--- src/rtl/fifo_rd_stream_pkg.sv ---
// Shared widths and occupancy type for the read-side stream stage of the async FIFO.
package fifo_rd_stream_pkg;
   localparam int DATAWIDTH  = 8;
   localparam int ADDR_WIDTH = 4;
   localparam int CNTWIDTH   = 16;

   typedef logic [1:0] occ_t;

   localparam occ_t OCC_EMPTY = 2'd0;
   localparam occ_t OCC_FULL  = 2'd2;
endpackage

--- src/rtl/fifo_rd_stream_if.sv ---
// FIFO read port plus valid/ready output stream; master is the stream stage, slave its surroundings.
interface fifo_rd_stream_if
   import fifo_rd_stream_pkg::*;
#(
   parameter int datawidth = DATAWIDTH,
   parameter int cntwidth  = CNTWIDTH
);
   logic                 rempty;
   logic [datawidth-1:0] rdata;
   logic                 rinc;
   logic                 flush;
   logic                 m_valid;
   logic [datawidth-1:0] m_data;
   logic                 m_ready;
   logic [cntwidth-1:0]  m_count;

   modport master (
      input  rempty, rdata, flush, m_ready,
      output rinc, m_valid, m_data, m_count
   );

   modport slave (
      output rempty, rdata, flush, m_ready,
      input  rinc, m_valid, m_data, m_count
   );
endinterface

--- src/rtl/fifo_rd_stream_skid2.sv ---
// Two-entry registered circular queue; the head word is always presented straight from a flop.
module fifo_rd_stream_skid2
   import fifo_rd_stream_pkg::*;
#(
   parameter int width = DATAWIDTH
) (
   input  logic             clk,
   input  logic             rst_n,
   input  logic             push_i,
   input  logic [width-1:0] pushData_i,
   input  logic             pop_i,
   input  logic             flush_i,
   output occ_t             occ_o,
   output logic [width-1:0] headData_o
);
   logic [width-1:0] mem_q [2];
   logic [width-1:0] mem_d [2];
   logic             head_q, head_d;
   logic             tail_q, tail_d;
   occ_t             occ_q, occ_d;

   // Flush wins over push and pop so no word can slip in on the clearing edge.
   always_comb begin
      mem_d  = mem_q;
      head_d = head_q;
      tail_d = tail_q;
      occ_d  = occ_q;
      if (flush_i) begin
         head_d = 1'b0;
         tail_d = 1'b0;
         occ_d  = OCC_EMPTY;
      end else begin
         if (push_i) begin
            mem_d[tail_q] = pushData_i;
            tail_d        = ~tail_q;
         end
         if (pop_i) begin
            head_d = ~head_q;
         end
         occ_d = occ_q + occ_t'(push_i) - occ_t'(pop_i);
      end
   end

   // Storage is cleared on reset so the output word reads zero before anything arrives.
   always_ff @(posedge clk or negedge rst_n) begin
      if (!rst_n) begin
         mem_q[0] <= '0;
         mem_q[1] <= '0;
         head_q   <= 1'b0;
         tail_q   <= 1'b0;
         occ_q    <= OCC_EMPTY;
      end else begin
         mem_q[0] <= mem_d[0];
         mem_q[1] <= mem_d[1];
         head_q   <= head_d;
         tail_q   <= tail_d;
         occ_q    <= occ_d;
      end
   end

   assign occ_o      = occ_q;
   assign headData_o = mem_q[head_q];
endmodule

--- src/rtl/fifo_rd_stream.sv ---
// Drains the async FIFO read port into a 2-deep buffer and presents it as a valid/ready stream.
module fifo_rd_stream
   import fifo_rd_stream_pkg::*;
#(
   parameter int datawidth = DATAWIDTH,
   parameter int cntwidth  = CNTWIDTH
) (
   input  logic               rclk,
   input  logic               rrst_n,
   fifo_rd_stream_if.master   bus
);
   occ_t                occ;
   logic                handshake;
   logic [cntwidth-1:0] count_q, count_d;

   // Pop only depends on local occupancy, never on m_ready, keeping the FIFO path short.
   assign bus.rinc    = rrst_n & ~bus.rempty & ~bus.flush & (occ != OCC_FULL);
   assign bus.m_valid = (occ != OCC_EMPTY);
   assign handshake   = bus.m_valid & bus.m_ready & ~bus.flush;

   fifo_rd_stream_skid2 #(
      .width (datawidth)
   ) u_skid2 (
      .clk        (rclk),
      .rst_n      (rrst_n),
      .push_i     (bus.rinc),
      .pushData_i (bus.rdata),
      .pop_i      (handshake),
      .flush_i    (bus.flush),
      .occ_o      (occ),
      .headData_o (bus.m_data)
   );

   // Delivered-word counter survives flush and wraps naturally.
   always_comb begin
      count_d = count_q;
      if (handshake) begin
         count_d = count_q + 1'b1;
      end
   end

   always_ff @(posedge rclk or negedge rrst_n) begin
      if (!rrst_n) begin
         count_q <= '0;
      end else begin
         count_q <= count_d;
      end
   end

   assign bus.m_count = count_q;
endmodule

--- src/flat_wrapper.sv ---
// flat-port wrapper written by rule: the top's interface ports become plain ports
module fifo_rd_stream_flat import fifo_rd_stream_pkg::*;
#(
   parameter int datawidth = DATAWIDTH,
   parameter int cntwidth  = CNTWIDTH
)
  (rclk, rrst_n, bus_rempty, bus_rdata, bus_flush, bus_m_ready, bus_rinc, bus_m_valid, bus_m_data, bus_m_count);
  fifo_rd_stream_if #(.datawidth(datawidth), .cntwidth(cntwidth)) bus_i ();
  input  logic rclk;
  input  logic rrst_n;
  input wire logic [$bits(bus_i.rempty)-1:0] bus_rempty;
  input wire logic [$bits(bus_i.rdata)-1:0] bus_rdata;
  input wire logic [$bits(bus_i.flush)-1:0] bus_flush;
  input wire logic [$bits(bus_i.m_ready)-1:0] bus_m_ready;
  output wire logic [$bits(bus_i.rinc)-1:0] bus_rinc;
  output wire logic [$bits(bus_i.m_valid)-1:0] bus_m_valid;
  output wire logic [$bits(bus_i.m_data)-1:0] bus_m_data;
  output wire logic [$bits(bus_i.m_count)-1:0] bus_m_count;
  assign bus_i.rempty = bus_rempty;
  assign bus_i.rdata = bus_rdata;
  assign bus_i.flush = bus_flush;
  assign bus_i.m_ready = bus_m_ready;
  assign bus_rinc = bus_i.rinc;
  assign bus_m_valid = bus_i.m_valid;
  assign bus_m_data = bus_i.m_data;
  assign bus_m_count = bus_i.m_count;
  fifo_rd_stream #(.datawidth(datawidth), .cntwidth(cntwidth)) u_core (.rclk(rclk), .rrst_n(rrst_n), .bus(bus_i));
endmodule
--- config.mk ---
export PLATFORM = sky130hd
export DESIGN_NAME = fifo_rd_stream_flat
export DESIGN_NICKNAME = d
export VERILOG_FILES = /design/src/rtl/fifo_rd_stream_pkg.sv /design/src/rtl/fifo_rd_stream_if.sv /design/src/rtl/fifo_rd_stream_skid2.sv /design/src/rtl/fifo_rd_stream.sv /design/src/flat_wrapper.sv
export SDC_FILE = /design/constraint.sdc
export NUM_CORES = 1
export LEC_CHECK = 0
export BUFFER_PORTS_ARGS = -buffer_cell sky130_fd_sc_hd__buf_2
export CAP_MARGIN = 20
export CORE_MARGIN = 1.5
export CORE_UTILIZATION = 45
export CTS_CLUSTER_DIAMETER = 40
export CTS_CLUSTER_SIZE = 40
export DETAILED_ROUTE_END_ITERATION = 6
export PLACE_DENSITY_LB_ADDON = 0.25
export SETUP_SLACK_MARGIN = 0.3
export SLEW_MARGIN = 20
export SYNTH_ARGS = -nofsm -noshare
export SYNTH_HDL_FRONTEND = slang
export SYNTH_SLANG_ARGS = --single-unit
--- constraint.sdc ---
create_clock -name rclk -period 5 [get_ports rclk]
set_input_delay 0.5 -clock rclk [delete_from_list [all_inputs] [get_ports rclk]]
set_output_delay 0.5 -clock rclk [all_outputs]
set_load 0.02 [all_outputs]
Word level (Yosys, flattened, before mapping)
Cells that the tools add are included.
Widths: inputs -> output; s select.
{"block": "classes", "add_sub_neg": 3, "magnitude_cmp": 3, "n_eq_ne": 1, "muxes": 11, "bitwise": 11, "reduce_logical": 5}
{"operator": "$mux 8", "count": 4}
{"operator": "$add 16x1->16 const B", "count": 1}
{"operator": "$bwmux 16", "count": 1}
{"operator": "$demux 8 s1", "count": 1}
{"operator": "$reduce_bool 2->1", "count": 3}
{"operator": "$and 1x1->1", "count": 5}
{"operator": "$ge 2x2->1 const B", "count": 2}
{"operator": "$mux 1", "count": 4}
{"operator": "$not 1->1", "count": 4}
{"operator": "$not 1->2", "count": 2}
{"operator": "$add 2x1->2", "count": 1}
{"operator": "$lt 2x1->1 const B", "count": 1}
{"operator": "$mux 2", "count": 1}
{"operator": "$ne 2x2->1 const B", "count": 1}
{"operator": "$reduce_and 2->1", "count": 1}
{"operator": "$sub 2x1->2", "count": 1}
{"operator": "$logic_and 1x1->1", "count": 1}
{"block": "word_totals", "regBits": 36}

Depth between registers and ports, before layout
Gate-level depths: netlist (run 1).
{"block": "logic_depth", "word_depth": 7, "ltp_mapped": 9}

Modules after synthesis
From an unflattened synthesis (run 1), not the netlist that was laid out.
{"block": "unflattened", "hier_cells": 123, "hier_area_um2": 1669.1}
{"mod": "fifo_rd_stream_skid2", "n_inst": 1, "cells_each": 58, "area_per_inst_um2": 895.9}
{"mod": "fifo_rd_stream", "n_inst": 1, "cells_each": 65, "area_per_inst_um2": 773.2}

Worst setup path after synthesis (run 1)
Ideal clock, no wire load.
{"block": "synth_path", "path_kind": "in2reg", "start": "input bus_flush", "end": "register u_core.u_skid2.occ_q[1] (netlist: u_core.u_skid2.occ_o[1])", "setup_ps": 125, "arrival_ps": 1933, "setup_slack_ps": 2942, "cell_stages": 9, "path_buffers": 1, "path_cell_list": "buf_2 -> nor3_4 -> inv_1 -> ha_1 -> inv_1 -> ha_1 -> xor2_1 -> xnor2_1 -> nor2_1"}
{"block": "synth_between", "elab_chain_cells": 6, "word_cells_on_any_way": 7}
{"item": "start, declared", "line": "flat_wrapper.sv:13", "source": "input wire logic [$bits(bus_i.flush)-1:0] bus_flush;"}
{"item": "$not 1->1 (no line)"}
{"item": "$and 1x1->1 (2 in a row)", "line": "fifo_rd_stream.sv:17", "source": "assign bus.rinc = rrst_n & ~bus.rempty & ~bus.flush & (occ != OCC_FULL);"}
{"item": "net bus_rinc", "line": "flat_wrapper.sv:15", "source": "output wire logic [$bits(bus_i.rinc)-1:0] bus_rinc;"}
{"item": "$add 2x1->2", "line": "fifo_rd_stream_skid2.sv:40", "source": "occ_d = occ_q + occ_t'(push_i) - occ_t'(pop_i);"}
{"item": "$sub 2x1->2", "line": "fifo_rd_stream_skid2.sv:40"}
{"item": "$mux 2", "line": "fifo_rd_stream_skid2.sv:28", "source": "if (flush_i) begin"}
{"item": "net u_core.u_skid2.occ_d[1]", "line": "fifo_rd_stream_skid2.sv:20", "source": "occ_t occ_q, occ_d;"}
{"item": "end signal, assigned", "line": "fifo_rd_stream_skid2.sv:51", "source": "occ_q <= OCC_EMPTY;"}
{"item": "end signal, assigned", "line": "fifo_rd_stream_skid2.sv:57", "source": "occ_q <= occ_d;"}
{"item": "end, declared", "line": "fifo_rd_stream_skid2.sv:20"}
The timed path passes the listed nets, and every way through them passes these cells.
A chain may end at the register's enable or synchronous reset.

Worst setup path after layout (run 1)
{"block": "layout_path", "start": "input rrst_n", "end": "register u_core.u_skid2.occ_q[1] (netlist: u_core.u_skid2.occ_o[1])"}
{"block": "layout_between", "elab_chain_cells": 6}
{"item": "start, declared", "line": "flat_wrapper.sv:10", "source": "input logic rrst_n;"}
{"item": "$and 1x1->1 (3 in a row)", "line": "fifo_rd_stream.sv:17"}
{"item": "$add 2x1->2", "line": "fifo_rd_stream_skid2.sv:40"}
{"item": "$sub 2x1->2", "line": "fifo_rd_stream_skid2.sv:40"}
{"item": "$mux 2", "line": "fifo_rd_stream_skid2.sv:28"}
{"item": "net u_core.u_skid2.occ_d[1]", "line": "fifo_rd_stream_skid2.sv:20"}
The timed path passes the listed nets, and every way through them passes these cells.

==> results of run 1 <==
==> where the power goes <==
part | switching (mW) | internal (mW)
Combinational | 0.0959 | 0.0987
Clock | 0.0932 | 0.112
Sequential | 0.0402 | 0.341
Total | 0.229 | 0.552
==> metal layers <==
layer,routed length (um),track usage
met1,1344,0.2186
met2,1541,0.2773
met3,169,0.05458
met4,18,0.03989
met5,0,0
==> flip-flops by register name, indices dropped and copies added (netlist names) <==
signal                 count
u_core.u_skid2.occ_o       2
u_core.u_skid2.mem_q      16
u_core.bus.m_count        16
u_core.u_skid2.head_q      1
u_core.u_skid2.tail_q      1
==> per-stage QoR <==
stage                     hold slack (ns)    util  std cells  setup WS, ns  power [mW]
final                              0.3074  0.5534        217         2.563      0.7814
after CTS                          0.3329  0.5534        217         2.490      0.7939
after global placement             0.4626  0.5286        209         2.377      0.5718
after global routing               0.3731  0.5534        217         2.255      0.8277
after floorplan                    0.2044       -        126         2.942      0.5189
after detailed placement           0.4762  0.5286        209         2.198      0.5833
==> final timing paths <==
| check | endpoint | cells past startpoint | startpoint | slack (ns) |
|---|---|---|---|---|
| setup reg to reg | u_core.u_skid2.occ_o[1]$_DFF_PN0_ | 8 | u_core.u_skid2.occ_o[1]$_DFF_PN0_ | 3.04 |
| hold / removal | u_core.u_skid2.mem_q[4]$_DFFE_PN0P_ | 1 | rrst_n | 0.31 |
| max in group asynchronous | u_core.bus.m_count[4]$_DFFE_PN0P_ | 1 | rrst_n | 4.19 |
| min in group rclk | u_core.u_skid2.mem_q[4]$_DFFE_PN0P_ | 2 | bus_rdata[4] | 0.47 |
| setup / recovery | u_core.u_skid2.occ_o[1]$_DFF_PN0_ | 10 | rrst_n | 2.56 |
| hold reg to reg | u_core.bus.m_count[15]$_DFFE_PN0P_ | 1 | u_core.bus.m_count[15]$_DFFE_PN0P_ | 0.48 |
==> cells in the mapped netlist <==
master	n
nand2_1	5
nor4_2	3
nor2b_1	1
or2_2	1
buf_2	1
dfrtp_1	36
mux2_2	17
nand3_1	6
nand4_1	6
mux2_4	8
ha_1	3
nor3_4	1
buf_6	1
and2_1	1
and3_1	1
o21ai_2	1
a21oi_1	1
nor2b_4	1
xnor2_1	12
xor2_1	6
nor2_4	1
and4_1	1
nor2_2	1
or3_1	1
inv_1	3
nand2b_1	1
o21ai_0	1
clkbuf_1	1
nor2_1	4
==> area by class of cell <==
| class | count | area share |
|---|---|---|
| Sequential cell | 36 | 0.4480 |
| Inverter | 3 | 0.005600 |
| Timing Repair Buffer | 38 | 0.09459 |
| Multi-Input combinational cell | 84 | 0.3771 |
| Clock buffer | 8 | 0.04480 |
| Tap cell | 48 | 0.02987 |
==> placed cells by master (no fill, tap or decap), types with 4 or more instances in the layout <==
| cell | synthesis | final |
|---|---|---|
| buf_2 | 1 | 38 |
| clkbuf_8 | 0 | 6 |
| dfrtp_1 | 36 | 36 |
| mux2_2 | 17 | 17 |
| mux2_4 | 8 | 8 |
| nand2_1 | 5 | 5 |
| nand3_1 | 6 | 6 |
| nand4_1 | 6 | 6 |
| nor2_1 | 4 | 4 |
| xnor2_1 | 12 | 12 |
| xor2_1 | 6 | 6 |
==> logic make-up after synthesis <==
logic type      count (synthesis)
compound gates                  3
xor+xnor                       18
fa+ha+maj                       3
buf+inv                         6
flops                          36
mux                            25
simple gates                   35
==> results.ini, run 1 <==
[outcome]
status = finished, final reports clean

[clock_tree]
clk_path_buf_depth = 2
postCtsHoldBufs = 0
clkSinkCount = 36
clk_latency_ns = 0.27
numCtsBuffers = 5
clk_pin_slew_ns = 0.07
h-tree-depth = 2
ctsResizeCount = 0
cts_root_buf = clkbuf_8
postCtsSetupBuffers = 0
cts_tree = done

[detailed_routing]
wirelength_mm = 3.074
vias = 1098
drtPass1Iterations = 4
via_per_inst = 5.060
remaining_drc_errors = 0
ant_nets = 0
wl_per_cell_um = 14.17
drt_iter0_markers = 37

[synthesis]
synth_area_um2 = 1690
muxShareOfSynthArea = 0.1843
syn_area_per_cell_um2 = 13.42
synth_cell_types = 29
synth_xor_area_frac = 0.09326
synth_area_leader_cell = dfrtp_1
ys_seq_elements = 36
synth_area_leaders = dfrtp_1 53%, mux2_2 11%, mux2_4 7.1%
syn_nets = 142
synth_top_family_by_area = multiplexers
synth_adder_area_share = 0.02221
yosys_warnings = 0
synth_simple_gate_area_frac = 0.1377
synth_top_area_frac = 0.5329
synth_cells = 126
synth_compound_area_frac = 0.01110
seq_area_frac_synth = 0.5329

[worst_setup_path]
path_buf_inv = 3
worst_ep_required_time_ns = 5.16
critPathCaptureType = register
worstPathArrival_ns = 2.60
start_kind = input pin
max_stage_delay_ns = 0.60
crit_type = in -> reg
path_cells = buf_2 -> nand2b_1 -> nor3_4 -> inv_1 -> ha_1 -> inv_1 -> ha_1 -> xor2_1 -> xnor2_1 -> nor2_1
worstPathMaxFanout = 37
crit_family = buffers and inverters
critPathSlowestCell = buf_2

[final_layout]
drive_gt1_frac = 0.4615
fillers = 331
final_area_um2 = 2011
synthToLayoutAreaGrowth_pct = 18.95
multi_input_area_um2 = 758.2
final_net_count = 184
diodes = 0
seq_area_um2 = 900.9

[global_route]
overflow = 0
track_usage = 0.1692
antenna_found_initial = 0
grt_max_degree = 38
grt_pass1_wl_mm = 5.326
grt_pass1_vias = 1092

[die]
dieHeight_um = 64.29
fp.dieW_um = 64.29
initial_core_util = 0.4652
design.core.area_um2 = 3633
num_rows = 22
io_pins = 39
dieArea_um2 = 4133

[timing]
tns_ns = 0
slew-limit-headroom = 0.4719
rsz0062_at_grt = false
final-hold-violation-count = 0
fin_crit_ns = 2.437
fin_crit_sh = 0.4873
setup_viol = 0
slew_viol_final = 0
fin_skew_ns = 0.004377
tightest_slew_ns = 0.7921
max_freq_mhz = 410.4

[placed_design]
port_buffers = 38
post_dp_cell_area_um2 = 1921
place.gp.congestion = 0.7536
dpl.hpwl_mm = 2.213

[worst_hold_path]
hp-class = in -> async

[power_and_ir_drop]
leakage_nw = 0.9681
ir_worst_vdd_uv = 186.8
pwr_density_cell_nw_per_um2 = 388.6

[job]
cap_viol_max_count = 0

(Power assumes the default switching activity.)
==> run 2: changes to the inputs <==
Clock period 5 ns to 2.03 ns, I/O delays scaled along.
==> run 2 against run 1 <==
Utilization is 3.2 points higher; via count grew 3.4%; highest routed layer unchanged; setup slack lost 2.2 ns; critical endpoint unchanged; sequential cell count did not move; combinational power increased to 2.6 times the previous value; sequential power increased by 150%.
==> results.ini, run 2 (synthesis gave the netlist of run 1 again) <==
[die]
num_rows = 22
dieHeight_um = 64.29
io_pins = 39
dieArea_um2 = 4133
fp.dieW_um = 64.29
design.core.area_um2 = 3633
initial_core_util = 0.4652

[global_route]
grt_pass1_vias = 1178
antenna_found_initial = 0
grt_pass1_wl_mm = 5.409
grt_max_degree = 37
track_usage = 0.1717
overflow = 0

[detailed_routing]
met1_length_mm = 1.426
highest_layer = met4
drt_iter0_markers = 22
wl_met3_um = 152
remaining_drc_errors = 0
ant_nets = 0
route.met2.wl_mm = 1.533
wl_per_cell_um = 14.04
wirelength_mm = 3.174
drtPass1Iterations = 4
vias = 1135
via_per_inst = 5.022

[worst_setup_path]
worstPathMaxFanout = 2
crit_type = reg -> reg
r2r_cells = 9
worst_ep_required_time_ns = 2.19
critPathCaptureType = register
worstPathArrival_ns = 1.81
start_kind = register

[timing]
tns_ns = 0
fin_crit_sh = 0.8166
fin_skew_ns = 0.003213
setup_ws_ns = 0.3724
hold_ws_ns = 0.1694
rsz0062_at_grt = true
final-hold-violation-count = 0
setup_viol = 0
fin_crit_ns = 1.658
slew-limit-headroom = 0.6995
slew_viol_final = 0
max_freq_mhz = 603.3
tightest_slew_ns = 0.4508

[power_and_ir_drop]
pwr_density_cell_nw_per_um2 = 896.1
ir_worst_vdd_uv = 425.7
leakage_nw = 1.009
fin_total_pwr_mw = 1.905

[final_layout]
drive_gt1_frac = 0.5225
final_net_count = 194
fin_util = 0.5851
diodes = 0
multi_input_area_um2 = 803.3
layout_commonest_cell = buf_2
seq_area_um2 = 902.1
synthToLayoutAreaGrowth_pct = 25.76
fillers = 320
final_cell_mix = 38 x buf_2, 35 x dfrtp_1, 17 x mux2_2

[clock_tree]
clk_latency_ns = 0.27
clk_path_buf_depth = 2
clk_pin_slew_ns = 0.07
clkSinkCount = 36
cts_tree = done
numCtsBuffers = 5
cts_root_buf = clkbuf_8
h-tree-depth = 2

[worst_hold_path]
hold_depth = 2
hp-class = in -> reg

[placed_design]
dp_slack_ns = 0.1101
dpl.hpwl_mm = 2.238
port_buffers = 38
place.gp.congestion = 0.7539

[job]
cap_viol_max_count = 0

[outcome]
status = finished, final reports clean

run 2: path summary, 6_finish.rpt:
check | from | endpoint | slack, ns
worst max-delay path | u_core.u_skid2.occ_o[1]$_DFF_PN0_ | u_core.u_skid2.occ_o[1]$_DFF_PN0_ | 0.37
worst min-delay path | bus_rdata[6] | u_core.u_skid2.mem_q[6]$_DFFE_PN0P_ | 0.17
worst max register to register | u_core.u_skid2.occ_o[1]$_DFF_PN0_ | u_core.u_skid2.occ_o[1]$_DFF_PN0_ | 0.37
worst min register to register | u_core.bus.m_count[15]$_DFFE_PN0P_ | u_core.bus.m_count[15]$_DFFE_PN0P_ | 0.47
max in group asynchronous | rrst_n | u_core.u_skid2.occ_o[0]$_DFF_PN0_ | 1.18
min in group asynchronous | rrst_n | u_core.u_skid2.mem_q[8]$_DFFE_PN0P_ | 0.52
run 2: layer usage:
layer / GRT usage / up-vias
li1: - / 542
met1: 0.2075 / 552
met2: 0.2982 / 32
met3: 0.03697 / 9
met4: 0.06649 / 0
met5: 0 / -
run 2: repair_timing:
item,4_1_cts,5_1_grt
pin swaps,7,5
gates resized for setup,9,1
cloned,0,0
endpoints found under the hold margin,31,0
hold buffers,1,0
buffers inserted,7,0
endpoints found under the setup margin,2,9
run 2: layout make-up:
cell class	instances	area share
flip-flops and latches	36	0.4244
multi-input cells	84	0.3779
repair buffers	48	0.1277
clock buffers	6	0.03414
well taps	48	0.02825
inverters	3	0.005297
clock inverters	1	0.002354
run 2: through the flow:
stage               std cells  instance area, um^2
finish                    226                 2126
global route              226                 2126
CTS                       226                 2118
detailed placement        211                 1936
global placement          211                 1936
floorplan                 126                 1690
run 2: power by group:
part,switching [mW],total (mW),internal (mW),leakage (nW)
registers,0.101,0.942,0.841,0.468
logic,0.243,0.507,0.263,0.500
clock network,0.224,0.457,0.233,0.0410
run 2: critical path, stage by stage (launching register included):
cell	delay (ns)
dfrtp_1	0.40
buf_6	0.13
o21ai_4	0.15
nor2_4	0.07
ha_4	0.26
inv_2	0.03
ha_4	0.15
xor2_2	0.14
xnor2_1	0.15
nor2_1	0.05
